## config.mk

```make
export PLATFORM = sky130hd
export DESIGN_NAME = dma_stream_out
export DESIGN_NICKNAME = d
export VERILOG_FILES = /design/src/rtl/dma_stream_out.sv
export SDC_FILE = /design/constraint.sdc
export NUM_CORES = 1
export LEC_CHECK = 0
export ABC_AREA = 1
export CORE_AREA = 2 2 88 123
export DETAILED_ROUTE_END_ITERATION = 7
export DIE_AREA = 0 0 90 125
export PLACE_DENSITY = 0.78
export SYNTH_ARGS = -nofsm -noshare
export SYNTH_HDL_FRONTEND = slang
export SYNTH_SLANG_ARGS = --single-unit
```

## constraint.sdc

```tcl
create_clock -name clock -period 1.7 [get_ports clock]
set_input_delay 0.51 -clock clock [delete_from_list [all_inputs] [get_ports clock]]
set_output_delay 0.51 -clock clock [all_outputs]
set_load 0.05 [all_outputs]
```

## src/rtl/dma_stream_out.sv

```systemverilog
// dma_stream_out
// Streams a block of words out of a buffer (read through port B) onto a
// valid/ready stream. A transfer starts at startAddress and reads blockLength
// consecutive entries, wrapping modulo nrOfEntries. Reads are throttled so a
// 2-entry FIFO in front of the stream never overflows.
//
// Optional feature: define DMA_STREAM_OUT_LAST_EN to add streamLast, which is
// high with streamValid on the final word of a transfer.
//
// Ports
//   clock          sole clock, rising edge
//   nReset         asynchronous active-low reset
//   start          transfer request, sampled only in IDLE
//   startAddress   first buffer entry to read (latched on accept)
//   blockLength    number of words to stream, 0 allowed (latched on accept)
//   busy           high while not in IDLE
//   done           one-cycle pulse after the last handshake (or after a
//                  zero-length start)
//   bufferAddress  registered read address to buffer port B
//   bufferDataIn   buffer port B data, valid at the end of the address cycle
//   streamData     outgoing word (FIFO head)
//   streamValid    streamData holds a valid word
//   streamReady    consumer accepts the word this cycle
//   streamLast     (optional) final word of the transfer
//
// state  | meaning
// -------+------------------------------------------------------------
// IDLE   | waiting for start; done pulses from here for zero length
// STREAM | reads still to be issued; FIFO filling/draining
// DRAIN  | all reads issued; waiting for the last word's handshake

module dma_stream_out #(
    parameter int bitwidth    = 32,
    parameter int nrOfEntries = 512   // must be a power of two
) (
    input  logic                           clock,
    input  logic                           nReset,
    input  logic                           start,
    input  logic [$clog2(nrOfEntries)-1:0] startAddress,
    input  logic [$clog2(nrOfEntries):0]   blockLength,
    output logic                           busy,
    output logic                           done,
    output logic [$clog2(nrOfEntries)-1:0] bufferAddress,
    input  logic [bitwidth-1:0]            bufferDataIn,
    output logic [bitwidth-1:0]            streamData,
    output logic                           streamValid,
    input  logic                           streamReady
`ifdef DMA_STREAM_OUT_LAST_EN
    ,
    output logic                           streamLast
`endif
);

    localparam int AW = $clog2(nrOfEntries);
    localparam int LW = AW + 1;

    typedef enum logic [1:0] {IDLE, STREAM, DRAIN} state_t;

    state_t            state, state_nxt;
    logic [LW-1:0]     reads_left;
    logic [LW-1:0]     words_left;
    logic [bitwidth-1:0] fifo_mem [2];
    logic              wr_ptr, rd_ptr;
    logic [1:0]        fifo_count;
    logic              accept, issue, pop, last_hs, done_q;

    assign accept = (state == IDLE) && start;
    assign pop    = streamValid && streamReady;
    // The read completes within the cycle it is issued, so the only
    // occupancy to account for is the FIFO itself after this cycle's pop.
    assign issue   = (state == STREAM) && ((fifo_count != 2'd2) || pop);
    assign last_hs = pop && (words_left == LW'(1));

    // State register
    always_ff @(posedge clock or negedge nReset) begin
        if (!nReset) state <= IDLE;
        else         state <= state_nxt;
    end

    // Next-state logic
    always_comb begin
        state_nxt = state;
        case (state)
            IDLE:    if (start && (blockLength != '0)) state_nxt = STREAM;
            STREAM:  if (issue && (reads_left == LW'(1))) state_nxt = DRAIN;
            DRAIN:   if (last_hs) state_nxt = IDLE;
            default: state_nxt = IDLE;
        endcase
    end

    // Outputs
    always_comb begin
        busy        = (state != IDLE);
        streamValid = (fifo_count != 2'd0);
        streamData  = fifo_mem[rd_ptr];
        done        = done_q;
    end

`ifdef DMA_STREAM_OUT_LAST_EN
    assign streamLast = streamValid && (words_left == LW'(1));
`endif

    // Address and word counters
    always_ff @(posedge clock or negedge nReset) begin
        if (!nReset) begin
            bufferAddress <= '0;
            reads_left    <= '0;
            words_left    <= '0;
            done_q        <= 1'b0;
        end else begin
            if (accept) begin
                bufferAddress <= startAddress;
                reads_left    <= blockLength;
                words_left    <= blockLength;
            end else begin
                if (issue) begin
                    bufferAddress <= bufferAddress + AW'(1);  // wraps at depth
                    reads_left    <= reads_left - LW'(1);
                end
                if (pop) words_left <= words_left - LW'(1);
            end
            done_q <= (accept && (blockLength == '0)) ||
                      ((state == DRAIN) && last_hs);
        end
    end

    // 2-entry output FIFO; a read issued this cycle is captured at this edge
    always_ff @(posedge clock or negedge nReset) begin
        if (!nReset) begin
            fifo_mem[0] <= '0;
            fifo_mem[1] <= '0;
            wr_ptr      <= 1'b0;
            rd_ptr      <= 1'b0;
            fifo_count  <= 2'd0;
        end else begin
            if (issue) begin
                fifo_mem[wr_ptr] <= bufferDataIn;
                wr_ptr           <= ~wr_ptr;
            end
            if (pop) rd_ptr <= ~rd_ptr;
            case ({issue, pop})
                2'b10:   fifo_count <= fifo_count + 2'd1;
                2'b01:   fifo_count <= fifo_count - 2'd1;
                default: fifo_count <= fifo_count;
            endcase
        end
    end

endmodule

```

* Word-level counts from Yosys, hierarchy flattened
Cells that the tools add are included.
** Storage, ports and cells
- Register bits after elaboration :: 100
- Bits of input ports :: 55
- Output and inout port bits :: 44
- Logic and storage cells :: 69
** Cells by class
- Add/subtract/negate cells :: 5
- Magnitude comparators :: 3
- Equality and inequality tests :: 10
- Mux-type cells :: 17
- Bitwise operators :: 4
- Reduce and logical (&&, ||, !) cells :: 20
** Operators by type and width (number)
- $mux W32 :: 4
- $bwmux W64 :: 1
- $mux W10 :: 4
- $demux W32 S1 :: 1
- $eq A10 B1 Y1 const B :: 2
- $sub A10 B1 Y10 const B :: 2
- $mux W9 :: 2
- $logic_not A10 Y1 :: 1
- $reduce_bool A10 Y1 :: 1
- $reduce_bool A2 Y1 :: 5
- $add A9 B1 Y9 const B :: 1
- $logic_and A1 B1 Y1 :: 9
- $mux W2 :: 3
- $pmux W2 S3 :: 1
- $eq A2 B1 Y1 const B :: 2
- $eq A2 B2 Y1 const B :: 2
- $ge A2 B2 Y1 const B :: 2
- $ne A2 B1 Y1 const B :: 2
- $ne A2 B2 Y1 const B :: 2
- $not A1 Y2 :: 2
- $pmux W2 S2 :: 1
- $reduce_and A3 Y1 :: 1
- $add A2 B1 Y2 const B :: 1
- $logic_not A2 Y1 :: 1
- other kinds (4) :: 6

* Depth between registers and ports, before layout
- Word-level depth :: 7
- Mapped depth :: 10
- Gate-level depth less buffers :: 8

* Least setup slack after synthesis
Ideal clock, no wire load.
- Kind :: flip-flop to output port
- Start :: register rd_ptr
- End :: output port streamData[10]
- Data arrival time :: 1.265 ns
- Data required time :: 1.190 ns
- Setup slack :: -0.075 ns
- Stages on the path, launching flop included :: 6
- Path buffers :: 2
- Path through :: dfrtp_1 clkbuf_1 clkinv_1 clkbuf_1 nand2_1 nand2_1
** Between the ends
- Cells in the longest elaborated chain, start to end :: 4
** Ends and longest elaborated chain
- from (decl) :: line 63 : logic wr_ptr, rd_ptr;
- from (signal assigned) :: line 140 : if (pop) rd_ptr <= ~rd_ptr;
- $not A1 Y2 (not written as such) :: line 95 : streamData = fifo_mem[rd_ptr];
- $mux W32 (not written as such) (3 in series) :: line 95
- to (decl) :: line 45 : output logic [bitwidth-1:0] streamData,
Every way passes these cells. The select of a mux whose other input is x is not followed.

* Worst setup path in the final report
- Start :: register rd_ptr
- End :: output port streamData[23]
Same word-level chain as after synthesis.

==> qor.yml <==
timing:
  holdWs_ns: 0.0789
  worst_pin_slew_ns: 0.368
  setup_violations: 32
  worst_slack_ns: -0.147
  slew_violations: 0
  rsz0062_at_grt: "true"
  finalCritPeriodShare_pct: 109
  fmax_mhz: 541
  fin_skew_ns: 0.00359
  finalSetupTns_ns: -4.00
  max_slew_margin_pct: 75.5
  period_needed_ns: 1.85
  finalHoldViolCount: 0
pwr:
  power_density_nw_per_um2: 2370
  vdd_drop_max_uv: 1110
  finalPower_mw: 17.1
  p_leak_nw: 3.54
floorplanning:
  io_pins: 99
  core_area_um2: 10200
  fp.dieH_um: 125
  die-width_um: 90
  rows: 44
  initial_core_util_pct: 50.3
  die_area_um2: 11300
routing:
  drtIter0Drc: 308
  drc: 0
  first_pass_iters: 5
  antenna_left: 0
  post_drt_wl_per_cell_um: 14.6
  vias_per_cell: 5.13
  drt-total-wl_mm: 13.6
  vias: 4785
clocking:
  h-tree-depth: 3
  cts_buffer_depth: 2
  cts_made_buffers: 9
  cts.sinks: 100
  tritoncts: "yes"
  clk_pin_slew_ns: 0.07
  worst_skew_pair.late_latency_ns: 0.34
  cts-root-buf: "clkbuf_16"
synthesis:
  ys_ff_latch: 100
  synth_fa_ha_area_share_pct: 1.21
  yosysTopAreaCell: "dfrtp_1"
  ys_types: 30
  synth_nets: 732
  syn_area_um2: 5150
  synth_compound_area_share_pct: 11.3
  synth_mux_area_share_pct: 0
  synth_top_family_by_area: "simple AND/OR/NAND/NOR gates"
  synthCells: 672
  yosysWarnings: 0
  synth_area_leaders: "dfrtp_1 (49%), nand2_1 (19%), inv_1 (5.1%)"
  syn_avg_cell_area_um2: 7.66
  yosys.area_share.simple_pct: 28.5
  yosysSeqAreaShare_pct: 48.6
  netlist.area_leader.share_pct: 48.6
  yosys.area_share.xor_xnor_pct: 1.53
critical_path:
  cp_slowest_cell: "dfrtp_2"
  critPathBufInv: 3
  cpPeakStageDelay_ns: 0.45
  crit_fanout: 13
  endpoint_kind: "output pin"
  path_class: "register to output pin"
  crit_arrival_ns: 1.34
  required_ns: 1.19
  crit_family: "flip-flops"
  start_kind: "register"
  path_cells: "clkinv_4 -> buf_12 -> nand2_1 -> nand2_2 -> buf_6"
grt:
  grt_start_max_net_pins: 38
  overflow: 0
  grt_pass1_wl_mm: 21.6
  grt_pass1_vias: 4693
  grt.total_usage_pct: 23.4
  antenna_found_initial: 0
layout:
  drive_above_1_share_pct: 23.0
  diodes: 0
  final_cells: 933
  final_cell_mix: "nand2_1 (217), dfrtp_1 (99), inv_1 (70), clkdlybuf4s50_1 (53), nand2_2 (50)"
  final_common_cell: "nand2_1"
  nNetsFinal: 851
  utilization_pct: 70.6
  syn2layout_area_growth_pct: 40.3
placement:
  gp_congestion: 0.857
  dp.cells: 909
  hpwlAfterDp_mm: 8.92
  portBuffers: 98
run:
  cap_violations: 0
outcome:
  status: "finished with violations"
  violations: "negative setup slack"
worst_hold_path:
  hold_class: "primary input to async pin"
-- final cells by class --
cell class	count	area (um2)
Clock buffer	9	225
Timing Repair Buffer	134	1650
Tap cell	138	173
Clock inverter	6	65.1
Multi-Input combinational cell	469	2320
Fill cell	792	3010
Inverter	77	297
Sequential cell	100	2500
-- flip-flops by register name, indices dropped and copies added, names as in the netlist --
name	cells
fifo_count	2
words_left	10
state	2
bufferAddress	9
done	1
fifo_mem	64
reads_left	10
wr_ptr	1
rd_ptr	1
-- stage by stage --
step	setup slack [ns]	cell area (um2)
final	-0.147	7230
after global routing	-0.198	7230
after CTS	-0.165	6960
after detailed placement	-0.375	6530
after global placement	-0.329	6530
after floorplan	0.00836	5230
-- synth_stat cells (all sizes together) --
master	number
nand2	268
dfrtp	100
o21ai	87
inv	75
nor2	42
nand3	32
buf	15
clkbuf	11
nand4	9
ha	5
o211ai	5
xor2	5
xnor2	4
nor3	3
a21oi	2
clkinv	2
nand3b	2
or2	2
nor3b	1
o21bai	1
o22ai	1
-- repair_timing --
item / CTS / global route
hold buffers: 0 / 0
pin swaps: 0 / 1
hold endpoints to repair: 0 / 0
setup endpoints to repair: 43 / 54
buffers inserted: 0 / 3
gates cloned: 1 / 5
gates resized for setup: 34 / 39
-- metal layers --
layer  up-vias  GRT usage, %  wire length, um
met1      2272          28.6             5370
met3        27          4.64              545
li1       2341             -                -
met4         0          7.87              341
met2       145          41.2             7330
met5         -             0                0
-- logic make-up (layout without fill, tap and decap cells) --
logic type / after synthesis / count (layout)
AO/OA/AOI/OAI: 96 / 96
XOR/XNOR: 9 / 9
adder cells (fa/ha/maj): 5 / 5
buffers and inverters: 103 / 226
flip-flops: 100 / 100
AND/OR/NAND/NOR: 359 / 359
-- path summary, 6_finish.rpt --
kind	startpoint	endpoint	slack, ns	cells after the start
max	rd_ptr$_DFFE_PN0P_	streamData[23]	-0.15	5
min	nReset	fifo_mem[8]$_DFFE_PN0P_	0.08	1
max reg2reg	state[0]$_DFFE_PN0P_	fifo_mem[11]$_DFFE_PN0P_	0.12	9
min reg2reg	fifo_mem[29]$_DFFE_PN0P_	fifo_mem[29]$_DFFE_PN0P_	0.49	2
max in group asynchronous	nReset	bufferAddress[2]$_DFFE_PN0P_	1.11	2
min in group clock	fifo_mem[29]$_DFFE_PN0P_	fifo_mem[29]$_DFFE_PN0P_	0.49	2
-- report_power, final --
part | leakage [nW] | internal [mW] | total (mW) | switching, mW
Clock | 0.142 | 1.14 | 2.01 | 0.879
Sequential | 1.22 | 3.56 | 4.51 | 0.953
Combinational | 2.18 | 4.23 | 10.6 | 6.34
Total | 3.54 | 8.92 | 17.1 | 8.18
No activity file was read; power rests on OpenSTA's default activity.
